File: src/rtl/ser_pkg.sv
// Shared definitions for the serializer: FSM state encoding and default word width.
package ser_pkg;

  typedef enum logic [1:0] {
    IDLE   = 2'd0,
    SHIFT  = 2'd1,
    PARITY = 2'd2,
    GAP    = 2'd3
  } ser_state_t;

  localparam int SER_DATA_WIDTH_DEFAULT = 8;

endpackage

File: src/rtl/serializer.sv
// Parallel-to-serial transmitter: accepts a word on load_in/ready_out and shifts it out MSB-first.
// Optional even-parity bit after the LSB when SERIALIZER_PARITY_EN is defined.
module serializer
  import ser_pkg::*;
#(
  parameter int DATA_WIDTH = SER_DATA_WIDTH_DEFAULT,
  parameter int GAP_CYCLES = 0
) (
  input  logic                  clock_100KHZ,
  input  logic                  reset,
  input  logic [DATA_WIDTH-1:0] data_in,
  input  logic                  load_in,
  output logic                  ready_out,
  output logic                  data_out,
  output logic                  write_out,
  output logic                  done_out
);

  localparam int BW = $clog2(DATA_WIDTH + 1);
  localparam int GW = (GAP_CYCLES > 0) ? $clog2(GAP_CYCLES + 1) : 1;
  localparam logic [BW-1:0] BIT_LAST = BW'(DATA_WIDTH);
  localparam logic [GW-1:0] GAP_LOAD = GW'((GAP_CYCLES > 0) ? GAP_CYCLES - 1 : 0);

  // Handshake: a word is taken on any rising edge where load_in && ready_out;
  // ready_out is high only in IDLE, so load_in is ignored for the rest of the frame.

  ser_state_t            r_state;
  logic [DATA_WIDTH-1:0] r_shreg;
  logic [BW-1:0]         r_bit_cnt;
  logic [GW-1:0]         r_gap_cnt;
  logic                  r_data_out;
  logic                  r_write_out;
  logic                  r_done_out;

  ser_state_t            w_state;
  logic [DATA_WIDTH-1:0] w_shreg;
  logic [BW-1:0]         w_bit_cnt;
  logic [GW-1:0]         w_gap_cnt;
  logic                  w_data_out;
  logic                  w_write_out;
  logic                  w_done_out;

`ifdef SERIALIZER_PARITY_EN
  logic                  r_parity;
  logic                  w_parity;
`endif

  // bit_cnt counts bits already placed on data_out; the MSB goes out on the accept edge.
  always_comb begin
    w_state     = r_state;
    w_shreg     = r_shreg;
    w_bit_cnt   = r_bit_cnt;
    w_gap_cnt   = r_gap_cnt;
    w_data_out  = 1'b0;
    w_write_out = 1'b0;
    w_done_out  = 1'b0;
`ifdef SERIALIZER_PARITY_EN
    w_parity    = r_parity;
`endif
    case (r_state)
      IDLE: begin
        if (load_in) begin
          w_data_out  = data_in[DATA_WIDTH-1];
          w_write_out = 1'b1;
          w_shreg     = data_in << 1;
          w_bit_cnt   = BW'(1);
          w_state     = SHIFT;
`ifdef SERIALIZER_PARITY_EN
          w_parity    = ^data_in;
`endif
        end
      end
      SHIFT: begin
        if (r_bit_cnt != BIT_LAST) begin
          w_data_out  = r_shreg[DATA_WIDTH-1];
          w_write_out = 1'b1;
          w_shreg     = r_shreg << 1;
          w_bit_cnt   = r_bit_cnt + BW'(1);
`ifndef SERIALIZER_PARITY_EN
          w_done_out  = (r_bit_cnt == BIT_LAST - BW'(1));
`endif
        end else begin
`ifdef SERIALIZER_PARITY_EN
          w_data_out  = r_parity;
          w_write_out = 1'b1;
          w_done_out  = 1'b1;
          w_state     = PARITY;
`else
          if (GAP_CYCLES > 0) begin
            w_gap_cnt = GAP_LOAD;
            w_state   = GAP;
          end else begin
            w_state   = IDLE;
          end
`endif
        end
      end
      PARITY: begin
        if (GAP_CYCLES > 0) begin
          w_gap_cnt = GAP_LOAD;
          w_state   = GAP;
        end else begin
          w_state   = IDLE;
        end
      end
      GAP: begin
        if (r_gap_cnt == '0) begin
          w_state   = IDLE;
        end else begin
          w_gap_cnt = r_gap_cnt - GW'(1);
        end
      end
      default: begin
        w_state = IDLE;
      end
    endcase
  end

  always_ff @(posedge clock_100KHZ or negedge reset) begin
    if (!reset) begin
      r_state     <= IDLE;
      r_shreg     <= '0;
      r_bit_cnt   <= '0;
      r_gap_cnt   <= '0;
      r_data_out  <= 1'b0;
      r_write_out <= 1'b0;
      r_done_out  <= 1'b0;
`ifdef SERIALIZER_PARITY_EN
      r_parity    <= 1'b0;
`endif
    end else begin
      r_state     <= w_state;
      r_shreg     <= w_shreg;
      r_bit_cnt   <= w_bit_cnt;
      r_gap_cnt   <= w_gap_cnt;
      r_data_out  <= w_data_out;
      r_write_out <= w_write_out;
      r_done_out  <= w_done_out;
`ifdef SERIALIZER_PARITY_EN
      r_parity    <= w_parity;
`endif
    end
  end

  assign ready_out = (r_state == IDLE);
  assign data_out  = r_data_out;
  assign write_out = r_write_out;
  assign done_out  = r_done_out;

endmodule

File: config.mk
export PLATFORM = sky130hd
export DESIGN_NAME = serializer
export DESIGN_NICKNAME = d
export VERILOG_FILES = /design/src/rtl/ser_pkg.sv /design/src/rtl/serializer.sv
export SDC_FILE = /design/constraint.sdc
export NUM_CORES = 1
export LEC_CHECK = 0
export ABC_AREA = 1
export CAP_MARGIN = 20
export CORE_ASPECT_RATIO = 1.25
export CORE_UTILIZATION = 43
export CTS_BUF_LIST = sky130_fd_sc_hd__clkbuf_8
export DETAILED_ROUTE_END_ITERATION = 7
export PLACE_DENSITY_LB_ADDON = 0.15
export SLEW_MARGIN = 20
export SYNTH_ARGS = -nofsm -noshare
export SYNTH_HDL_FRONTEND = slang
export SYNTH_SLANG_ARGS = --single-unit
export TNS_END_PERCENT = 20
File: constraint.sdc
create_clock -name clock_100KHZ -period 2.5 [get_ports clock_100KHZ]
set_clock_uncertainty 0.05 [all_clocks]
set_input_delay 0.25 -clock clock_100KHZ [delete_from_list [all_inputs] [get_ports clock_100KHZ]]
set_output_delay 0.25 -clock clock_100KHZ [all_outputs]
set_load 0.03 [all_outputs]
### Yosys cells after proc, flatten, opt, wreduce, memory -nomap -nowiden

Index checks and enable logic that the tools add are counted.

| storage, ports and cells | value |
|---|---|
| register bits | 18 |
| input bits | 11 |
| output and inout port bits | 4 |
| logic and storage cells | 41 |

| cells by class | value |
|---|---|
| add/sub/neg operators | 2 |
| eq/ne operators | 9 |
| mux-type cells | 19 |
| reductions and logical operators | 4 |

Operator list:

| cell | number |
|---|---|
| 8-bit two-way mux | 2 |
| 8-bit case mux with 2 select lines | 1 |
| 4-bit two-way mux | 2 |
| 2-bit inequality test (second input constant) | 4 |
| 2-bit case mux with 4 select lines | 1 |
| 4-bit case mux with 2 select lines | 1 |
| 1-bit two-way mux | 7 |
| 2-bit two-way mux | 3 |
| 3-bit AND reduction | 2 |
| 4-bit by 1-bit adder with 4-bit output (second input constant) | 1 |
| 2-bit equality test (second input constant) | 2 |
| 4-bit by 3-bit equality test with 1-bit output (second input constant) | 1 |
| 4-bit inequality test (second input constant) | 1 |
| 1-bit case mux with 2 select lines | 2 |
| 2-bit by 1-bit equality test with 1-bit output (second input constant) | 1 |
| 2-bit logical NOT | 1 |
| 2-bit nonzero test | 1 |
| 1-bit subtractor (second input constant) | 1 |

### Logic depth before layout (Yosys ltp)

| depth | value |
|---|---|
| word-level depth | 3 |
| mapped depth | 7 |
| depth with buffers taken out | 7 |

### Worst setup path after synthesis

No wires, ideal clock.

| timing | value |
|---|---|
| path type | register to register |
| from | reg r_bit_cnt[0] |
| to | reg r_shreg[2] |
| setup time | 0.116 ns |
| data arrival time | 1.061 ns |
| data required time | 2.334 ns |
| path slack | 1.272 ns |
| cell stages (with the launch flop) | 8 |
| path buffers | 1 |
| period minus slack after synthesis | 1.228 ns |
| path through | dfrtp_1 -> inv_1 -> ha_1 -> nand3_2 -> nand2_4 -> buf_6 -> nand3_1 -> nand2_1 |

| between the ends | value |
|---|---|
| word-level cells in the longest chain between the ends | 3 |

Ends and longest elaborated chain:

| what | RTL line | source |
|---|---|---|
| start, declared | serializer.sv:29 | `logic [BW-1:0] r_bit_cnt;` |
| start signal, assigned | serializer.sv:134 | `r_bit_cnt <= w_bit_cnt;` |
| 4-bit inequality test | serializer.sv:74 | `if (r_bit_cnt != BIT_LAST) begin` |
| 2-bit inequality test (no line) | -- |  |
| 3-bit AND reduction (no line) | -- |  |
| end signal, assigned | serializer.sv:133 | `r_shreg <= w_shreg;` |
| end, declared | serializer.sv:28 | `logic [DATA_WIDTH-1:0] r_shreg;` |

No other way between the ends.
A chain may end at the register's enable or synchronous reset.

### Worst setup path in the final report

| timing | value |
|---|---|
| from | reg r_state[0] |
| to | out ready_out |

| between the ends | value |
|---|---|
| word-level cells in the longest chain between the ends | 1 |

Ends and longest elaborated chain:

| what | RTL line | source |
|---|---|---|
| start, declared | serializer.sv:27 | `ser_state_t r_state;` |
| start signal, assigned | serializer.sv:132 | `r_state <= w_state;` |
| 2-bit logical NOT | serializer.sv:145 | `assign ready_out = (r_state == IDLE);` |
| end, declared | serializer.sv:13 | `output logic ready_out,` |

No other way between the ends.

==> results_dict.tcl <==
set metrics [dict create \
    synth_area_um2 744 \
    yosys_warnings 0 \
    r2r-start "r_state[0]" \
    ant_nets 0 \
    vias_per_cell 5.02 \
    synth_most_common_cell "nand2_1" \
    outcome "completed" \
    overflow 0 \
    yosys-top-cells-count "38 x nand2_1, 15 x dfrtp_1, 14 x nand3_1" \
    syn2layout_area_growth_pct 23.7 \
    hold_path.class "in -> async" \
    placed_area_um2 875 \
    hold_viol 0 \
    topRoutingLayerUsed "met4" \
    dieHeight_um 48.5 \
    switching_share_pct 41.8 \
    synth.distinct_cells 18 \
    synth-edff-count 0 \
    r2r_end "r_bit_cnt[0]" \
    reg2regPathDepth 5 \
    clockBufferDepth 2 \
    clkTransAtPathRegs_ns 0.06 \
    root_buffer "clkbuf_8" \
    cp_data_arrival_time_ns 1.65 \
    die_area_um2 1900 \
    rsz0062_at_grt "no" \
    stdcell_area_um2 921 \
    power_mw 1.10 \
    coreArea_um2 1600 \
    async_flop_share_pct 100 \
    wl_per_cell_um 11.6 \
    cts_max_level 1 \
    avgSynthCellArea_um2 8.36 \
    dr.pass1.iters 4 \
    p_comb_share_pct 41.3 \
    cap_violations 0 \
    p_leak_nw 0.475 \
    dp_hpwl_um 1020 \
    rows 16 \
    numPortBuffers 14 \
    grt_pass1_wl_um 2480 \
    maxSlewHeadroom_pct 56.1 \
    critPathMaxFanout 11 \
    cts_resized 0 \
    initial_core_util_pct 46.5 \
    finalSetupViolations 0 \
    synth_top_area_share_pct 50.4 \
    fin_crit_ns 1.95 \
    grt_max_degree 17 \
    r2r_setup_slack_ns 0.97 \
    wl_met2_um 752 \
    clock-sinks 15 \
    wl_met1_um 624 \
    synth_seq_area_share_pct 50.4 \
    clkPwrFrac_pct 17.6 \
    p_per_area_nw_per_um2 1190 \
    finalSetupTns_ns 0 \
    grt_usage_pct 18.3 \
    totalWireLength_um 1420 \
    synth.top_cells.by_area "dfrtp_1 50%, nand2_1 19%, nand3_1 9.4%, ha_1 3.4%, inv_1 2.0%" \
    pin_count 15 \
    synthFlopType "dfrtp_1" \
    startpoint_type "flop" \
    insertion_delay_ns 0.24 \
    whs_ns 0.360 \
    max_freq_ghz 0.513 \
    finalCritPeriodShare_pct 78.0 \
    slew_viol_final 0 \
    worst_pin_slew_ns 0.657 \
    drive_gt1_share_pct 10.6 \
    synth.ff_latch_count 15 \
    ir_worst_vdd_mv 0.613 \
    antenna_found_initial 0 \
    syn_inst 89 \
    drtIter0Drc 19 \
    syn-num-nets 102 \
    place_congestion 0.763 \
    die_x_um 39.2 \
    yosys.area.top_type "dfrtp_1" \
    grt_pass1_vias 610 \
    route.met3.wl_um 34 \
    nets 118 \
    cp.required_ns 2.20 \
    cts_hold_buf 0 \
    path_class "reg -> out" \
    p_seq_share_pct 41.1 \
    cts_tree "yes" \
    switching_power_mw 0.459 \
    p_int_mw 0.638 \
    end_kind "primary output" \
    numCtsBuffers 3 \
    diodes 0 \
    post_cts.repair.setup_buffers 0 \
    remaining_drc_errors 0 \
    vias 612 \
]
[kinds of logic (layout without fill, tap and decap cells)]
kind of cell               Yosys count  in the layout  share of synthesized area (%)
AOI/OAI and AO/OA                    4              4                           3.19
xor gates and xnor gates             1              1                           1.18
buffers and inverters                9             24                           7.39
and+or+nand+nor                     58             58                           34.5
adders and majority gates            2              2                           3.36
DFF                                 15             15                           50.4
[layout make-up]
type                            instances  area, um^2
Inverter                                6        22.5
Tap cell                               18        22.5
Clock buffer                            3        41.3
Fill cell                             162         681
Clock inverter                          1        5.00
Timing Repair Buffer                   14         140
Sequential cell                        15         375
Multi-Input combinational cell         65         314
[metal layers]
layer	vias up	track usage, %
li1	310	-
met1	289	20.9
met2	11	32.2
met3	2	2.75
met4	0	6.90
met5	-	0
[placed cells by master (no fill, tap or decap), drive strengths merged]
master / instances
clkbuf: 3
clkdlybuf4s50: 14
clkinv: 1
dfrtp: 15
ha: 2
inv: 6
nand2: 41
nand3: 15
nand4: 1
nor2: 1
o21ai: 4
xnor2: 1
[power groups by stage]
| stage | Clock (mW) | Combinational [mW] | Sequential, mW |
|---|---|---|---|
| after global placement | 0 | 0.445 | 0.449 |
| after floorplan | 0 | 0.355 | 0.446 |
| after global routing | 0.209 | 0.522 | 0.469 |
| final | 0.193 | 0.452 | 0.451 |
| after detailed placement | 0 | 0.455 | 0.455 |
| after CTS | 0.196 | 0.457 | 0.451 |
[worst max path at each step]
stage / from / to / slack [ns] / depth (start not counted)
after global routing: r_state[0] / ready_out / 0.47 / 2
final: r_state[0] / ready_out / 0.55 / 2
after global placement: r_state[0] / ready_out / 0.84 / 2
after floorplan: r_bit_cnt[0] / r_shreg[2] / 1.27 / 7
after CTS: r_state[0] / ready_out / 0.55 / 2
after detailed placement: r_state[0] / ready_out / 0.83 / 2
[state kept, by name, summed over array words and instances, names as in the netlist]
name       flops
r_bit_cnt      4
done_out       1
write_out      1
data_out       1
r_state        1
r_shreg        7
[through the flow]
stage / instances / setup slack [ns] / util (%)
global route: 122 / 0.475 / 57.5
global placement: 118 / 0.844 / 54.6
floorplan: 89 / 1.27 / -
finish: 122 / 0.551 / 57.5
detailed placement: 118 / 0.828 / 54.6
CTS: 122 / 0.552 / 57.5
[critical path: stages, from the launching register on]
cell             delay, ns
dfrtp_1               0.52
inv_2                 0.19
clkdlybuf4s50_1       0.69
Power figures use the tool's default switching activity.
==> edit 1 (same settings) <==
The package constant `SER_DATA_WIDTH_DEFAULT` goes from 8 to 16.
--- a/src/rtl/ser_pkg.sv
+++ b/src/rtl/ser_pkg.sv
@@ -10,3 +10,3 @@
 
-  localparam int SER_DATA_WIDTH_DEFAULT = 8;
+  localparam int SER_DATA_WIDTH_DEFAULT = 16;
 
Interface: changed (resized data_in); port bits go from 15 to 23. The function was not compared with the original's and may differ.
==> edit 1 against the unedited design <==
- final cell count up 77%
- worst setup slack better by 26 ps
- hold slack worse by 63 ps
- routed wire length up 85%
- area after synthesis up 66%
- design area up 62%
- sequential cell count up 9
- power up 53%
- critical path type unchanged
- critical endpoint unchanged
==> edit 1: results (changes against the unedited design) <==
| Metric | Value |
|---|---|
| Status | finished clean (unchanged) |
| Synth top cells by count | nand2_1, nand3_1, dfrtp_1 (was nand2_1, dfrtp_1, nand3_1) |
| R2R depth | 9 (was 5) |
| Yosys cell types | 14 (was 18) |
| RePlAce Congestion | 0.7265 (was 0.7627) |
| Slew headroom | 69.36% (was 56.06%) |
| Setup repair bufs after CTS | 0 (unchanged) |
| Fraction of final layout cells sized beyond drive strength 1 | 5.495% (was 10.58%) |
| CP Max Fanout | 18 (was 11) |
| Synth area leaders | dfrtp_1, nand2_1, nand3_1, ha_1, buf_4 (was dfrtp_1, nand2_1, nand3_1, ha_1, inv_1) |
| Hold crit path type | in -> async (unchanged) |
| Vias per cell | 5.079 (was 5.016) |
| Port Buffer Count | 22 (was 14) |
| Pre-antenna DRT Iters | 4 (unchanged) |
| Arrival time at the worst endpoint | 1620 ps (was 1650 ps) |
| Crit-path leading delay family | buffers and inverters (unchanged) |
| Clock Latency Late Sink | 260 ps (was 240 ps) |
| Largest net degree at the start of global routing | 25 (was 17) |
| First-pass GRT wire length | 4195 um (was 2484 um) |
| Synth warn | 0 (unchanged) |
| Worst-path clk slew | 80 ps (was 60 ps) |
| Ys async rst share | 100.0% (unchanged) |
| Nets | 206 (was 118) |
| Final wirelength | 2623 um (was 1419 um) |
| Leak | 0.8042 nW (was 0.4748 nW) |
| All-layer global routing usage | 18.25% (was 18.30%) |
| Filler instances | 252 (was 162) |
| GRT met3 Usage | 2.190% (was 2.752%) |
| Inserted Diodes | 0 (unchanged) |
| Peak VDD IR | 0.0005001 V (was 0.0006130 V) |
| Post-synth net total | 185 (was 102) |
| R2R setup slack | 860 ps (was 970 ps) |
| Vias in the first global route | 987 (was 610) |
| Top Registers | r_shreg (15), r_bit_cnt (5) (was r_shreg (7), r_bit_cnt (4)) |
| Part of the Yosys area used for sequential elements | 48.73% (was 50.42%) |
| Clock tree buffer depth | 2 (unchanged) |
| Pre-CTS WS | 849.8 ps (was 828.4 ps) |
| Setup violations, final | 0 (unchanged) |
| Initial antenna violation count | 0 (unchanged) |
| Crit-path max cell delay | 730 ps (was 690 ps) |
| RR Startpoint | r_bit_cnt[0]$_DFFE_PN0P_ (was r_state[0]$_DFFE_PN0P_) |
| Htree depth | 1 (unchanged) |
| Met1 usage in global routing | 19.66% (was 20.90%) |
| Hold Vio Cnt, Final | 0 (unchanged) |
| HPWL Detailed | 1711 um (was 1019 um) |
| CP max stage cell | clkdlybuf4s50_1 (unchanged) |
| Root Buffer | clkbuf_8 (unchanged) |
| RR Endpoint | r_bit_cnt[0]$_DFFE_PN0P_ (unchanged) |
| Post-cts resize count | 0 (unchanged) |
| Grt met2 use | 35.71% (was 32.22%) |
| CTS Buf Count | 3 (unchanged) |
| Starting DRT DRC Count | 18 (was 19) |
edit 1: cell types whose count changed after synthesis, moves of 3 or more:
cell     unedited run  this run
nor2_1              1         5
nand2_1            38        85
dfrtp_1            15        24
buf_2               0         3
buf_4               1         4
nand3_1            14        25
edit 1: worst max path at each step:
stage | slack, ps | cells after the start | to | from
finish | 580 | 2 | ready_out | r_state[0]$_DFFE_PN0P_
global route | 490 | 2 | ready_out | r_state[0]$_DFFE_PN0P_
floorplan | 1190 | 10 | r_bit_cnt[2]$_DFFE_PN0P_ | r_bit_cnt[0]$_DFFE_PN0P_
global placement | 870 | 2 | ready_out | r_state[0]$_DFFE_PN0P_
detailed placement | 850 | 2 | ready_out | r_state[0]$_DFFE_PN0P_
CTS | 550 | 2 | ready_out | r_state[0]$_DFFE_PN0P_
edit 1: power breakdown:
part,switching (W),internal [W],total (W)
Combinational,0.000507,0.000287,0.000794
Sequential,0.000106,0.000558,0.000664
Clock,0.000112,0.000108,0.000219
Total,0.000725,0.000952,0.00168
edit 1: cells by family (layout without fill, tap and decap cells):
logic type               Yosys count  in the layout  synth area share (%)
adder cells (fa/ha/maj)            3              3                 3.046
buffers and inverters             15             34                 6.700
AND/OR/NAND/NOR                  121            121                 41.52
flip-flops                        24             24                 48.73
edit 1: layer usage:
layer | part of all wire [%] | up-vias
li1 | - | 545
met4 | 1.6 | 0
met1 | 45 | 533
met3 | 2.0 | 6
met5 | 0 | -
met2 | 51 | 13
edit 1: metrics by stage:
step	hold WS [ps]	instances	cell area, um2	utilization [%]
3_3_place_gp	436.6	213	1454	53.72
5_1_grt	318.1	216	1495	55.25
4_1_cts	304.9	216	1495	55.25
6_report	296.7	216	1495	55.25
2_1_floorplan	-95.59	163	1232	-
3_5_place_dp	442.9	213	1454	53.72
edit 1: area by class of cell:
class,count,area (um2),area share (%)
flip-flops and latches,24,600.6,40.17
multi-input cells,124,549.3,36.74
repair buffers,24,235.2,15.73
well taps,34,42.54,2.845
clock buffers,3,41.29,2.762
inverters,7,26.28,1.757
edit 1: worst register-to-register path: cells and delay by family, from the launching register on:
family | cells | cell delay, ps
simple gates | 6 | 750
fa+ha+maj | 1 | 140
flops | 1 | 440
buf+inv | 2 | 170
==> edit 2 (same flow settings) <==
Without the edit above. Make the reset (`reset`) synchronous in one clocked block.
--- a/src/rtl/serializer.sv
+++ b/src/rtl/serializer.sv
@@ -118,3 +118,3 @@
 
-  always_ff @(posedge clock_100KHZ or negedge reset) begin
+  always_ff @(posedge clock_100KHZ) begin
     if (!reset) begin
Formal check against the unedited RTL: differs if reset is asserted again (counterexample within 4 cycles, from zero or initial values and one cycle with reset low); with reset held inactive, the same outputs for 10 cycles.
==> edit 2 against the unedited design <==
- core utilization is 4.4 points higher
- sequential cell count unchanged
- area after synthesis shrank 6.2%
- design area decreased by 2.9%
- routed wire length is 3.6% lower
- worst setup slack improved by 140 ps
- critical endpoint unchanged
Power is not compared: it rests on default switching activity, and its combinational part moved more than twofold at a synthesized area within 25%.
==> edit 2: results (changes against the unedited design) <==
| Metric | Value |
|---|---|
| Status | finished clean (unchanged) |
| Largest net degree at the start of global routing | 10 (was 17) |
| Vias per cell | 5.008 (was 5.016) |
| Synth top cells by count | nand2_1, dfxtp_1, nor2_1 (was nand2_1, dfrtp_1, nand3_1) |
| Post-synth net total | 104 (was 102) |
| Ys flop type | dfxtp_1 (was dfrtp_1) |
| Leak | 0.3771 nW |
| Synth area leaders | dfxtp_1, nand2_1, nor2_1, o21ai_0, a21oi_1 (was dfrtp_1, nand2_1, nand3_1, ha_1, inv_1) |
| First-pass GRT wire length | 2283 um (was 2484 um) |
| Tightest Pin Transition | 406.3 ps (was 657.1 ps) |
| Routed len/inst | 10.94 um (was 11.63 um) |
| Part of the Yosys area used for sequential elements | 43.01% (was 50.42%) |
| Seq cells post-synth | 15 (unchanged) |
| Filler instances | 134 (was 162) |
| Hold crit path type | reg -> reg (was in -> async) |
| Vias in the first global route | 560 (was 610) |
| All-layer global routing usage | 18.65% (was 18.30%) |
| Arrival time at the worst endpoint | 1510 ps (was 1650 ps) |
| Root Buffer | clkbuf_8 (unchanged) |
| Nets | 122 (was 118) |
| RePlAce Congestion | 0.7364 (was 0.7627) |
| Switching Power | 0.0001573 W |
| CP Max Fanout | 9 (was 11) |
| Setup repair bufs after CTS | 0 (unchanged) |
| Peak VDD IR | 0.0004329 V |
| Fraction of final layout cells sized beyond drive strength 1 | 11.11% (was 10.58%) |
| Inserted Diodes | 0 (unchanged) |
| Clock Latency Late Sink | 250 ps |
| HPWL Detailed | 1025 um (was 1019 um) |
| Post-cts resize count | 0 (unchanged) |
| R2R depth | 8 (was 5) |
| Ys async rst share | 0% (was 100.0%) |
| Starting DRT DRC Count | 11 (was 19) |
==> edit 2: final cells by class <==
class / count / area [um2] / area share [%]
Clock inverter: 1 / 5.005 / 0.5594
Timing Repair Buffer: 14 / 140.1 / 15.66
Clock buffer: 3 / 41.29 / 4.615
Multi-Input combinational cell: 67 / 339.1 / 37.90
Inverter: 8 / 47.55 / 5.315
Sequential cell: 15 / 300.3 / 33.57
Tap cell: 17 / 21.27 / 2.378
==> edit 2: worst max-delay path, cell delays in order, from the launching register on <==
cell and delay [ps]:
dfxtp_1 570, inv_6 90, clkdlybuf4s50_1 610
==> edit 2: metrics by stage <==
| step | instance area, um2 | setup slack (ps) | instances |
|---|---|---|---|
| after floorplan | 698.2 | 1304 | 91 |
| after global placement | 848.3 | 973.0 | 121 |
| after detailed placement | 848.3 | 955.2 | 121 |
| after CTS | 894.6 | 681.5 | 125 |
| after global routing | 894.6 | 632.0 | 125 |
| final | 894.6 | 687.2 | 125 |
==> edit 2: power groups by stage <==
| stage | logic, W | registers (W) | clock network (W) |
|---|---|---|---|
| after floorplan | 0.0000690 | 0.000275 | 0 |
| after global routing | 0.000115 | 0.000274 | 0.000211 |
| after detailed placement | 0.000103 | 0.000277 | 0 |
| final | 0.000103 | 0.000271 | 0.000195 |
| after CTS | 0.000104 | 0.000271 | 0.000201 |
| after global placement | 0.000102 | 0.000276 | 0 |
==> edit 2: per-layer routing <==
layer  vias up  global-route usage [%]  routed length, um
li1        325                       -                  -
met1       282                   21.70                618
met2        15                   31.19                661
met3         4                   2.844                 54
met4         0                   12.86                 34
met5         -                       0                  0
==> edit 2: path summary, 6_finish.rpt <==
check                             from                 endpoint  slack [ps]
max            r_state[0]$_SDFFE_PN0P_                ready_out         690
min            r_shreg[7]$_SDFFE_PN0P_      data_out$_SDFF_PN0_         420
max reg2reg  r_bit_cnt[0]$_SDFFE_PN0P_  r_shreg[7]$_SDFFE_PN0P_        1150
min reg2reg    r_shreg[7]$_SDFFE_PN0P_      data_out$_SDFF_PN0_         420
==> edit 2: cells by family (layout without fill, tap and decap cells) <==
kind of cell,Yosys count,after routing,share of synthesized area (%)
compound gates,15,15,11.11
fa+ha+maj,2,2,3.584
buf+inv,9,26,8.423
flops,15,15,43.01
simple gates,50,50,33.87
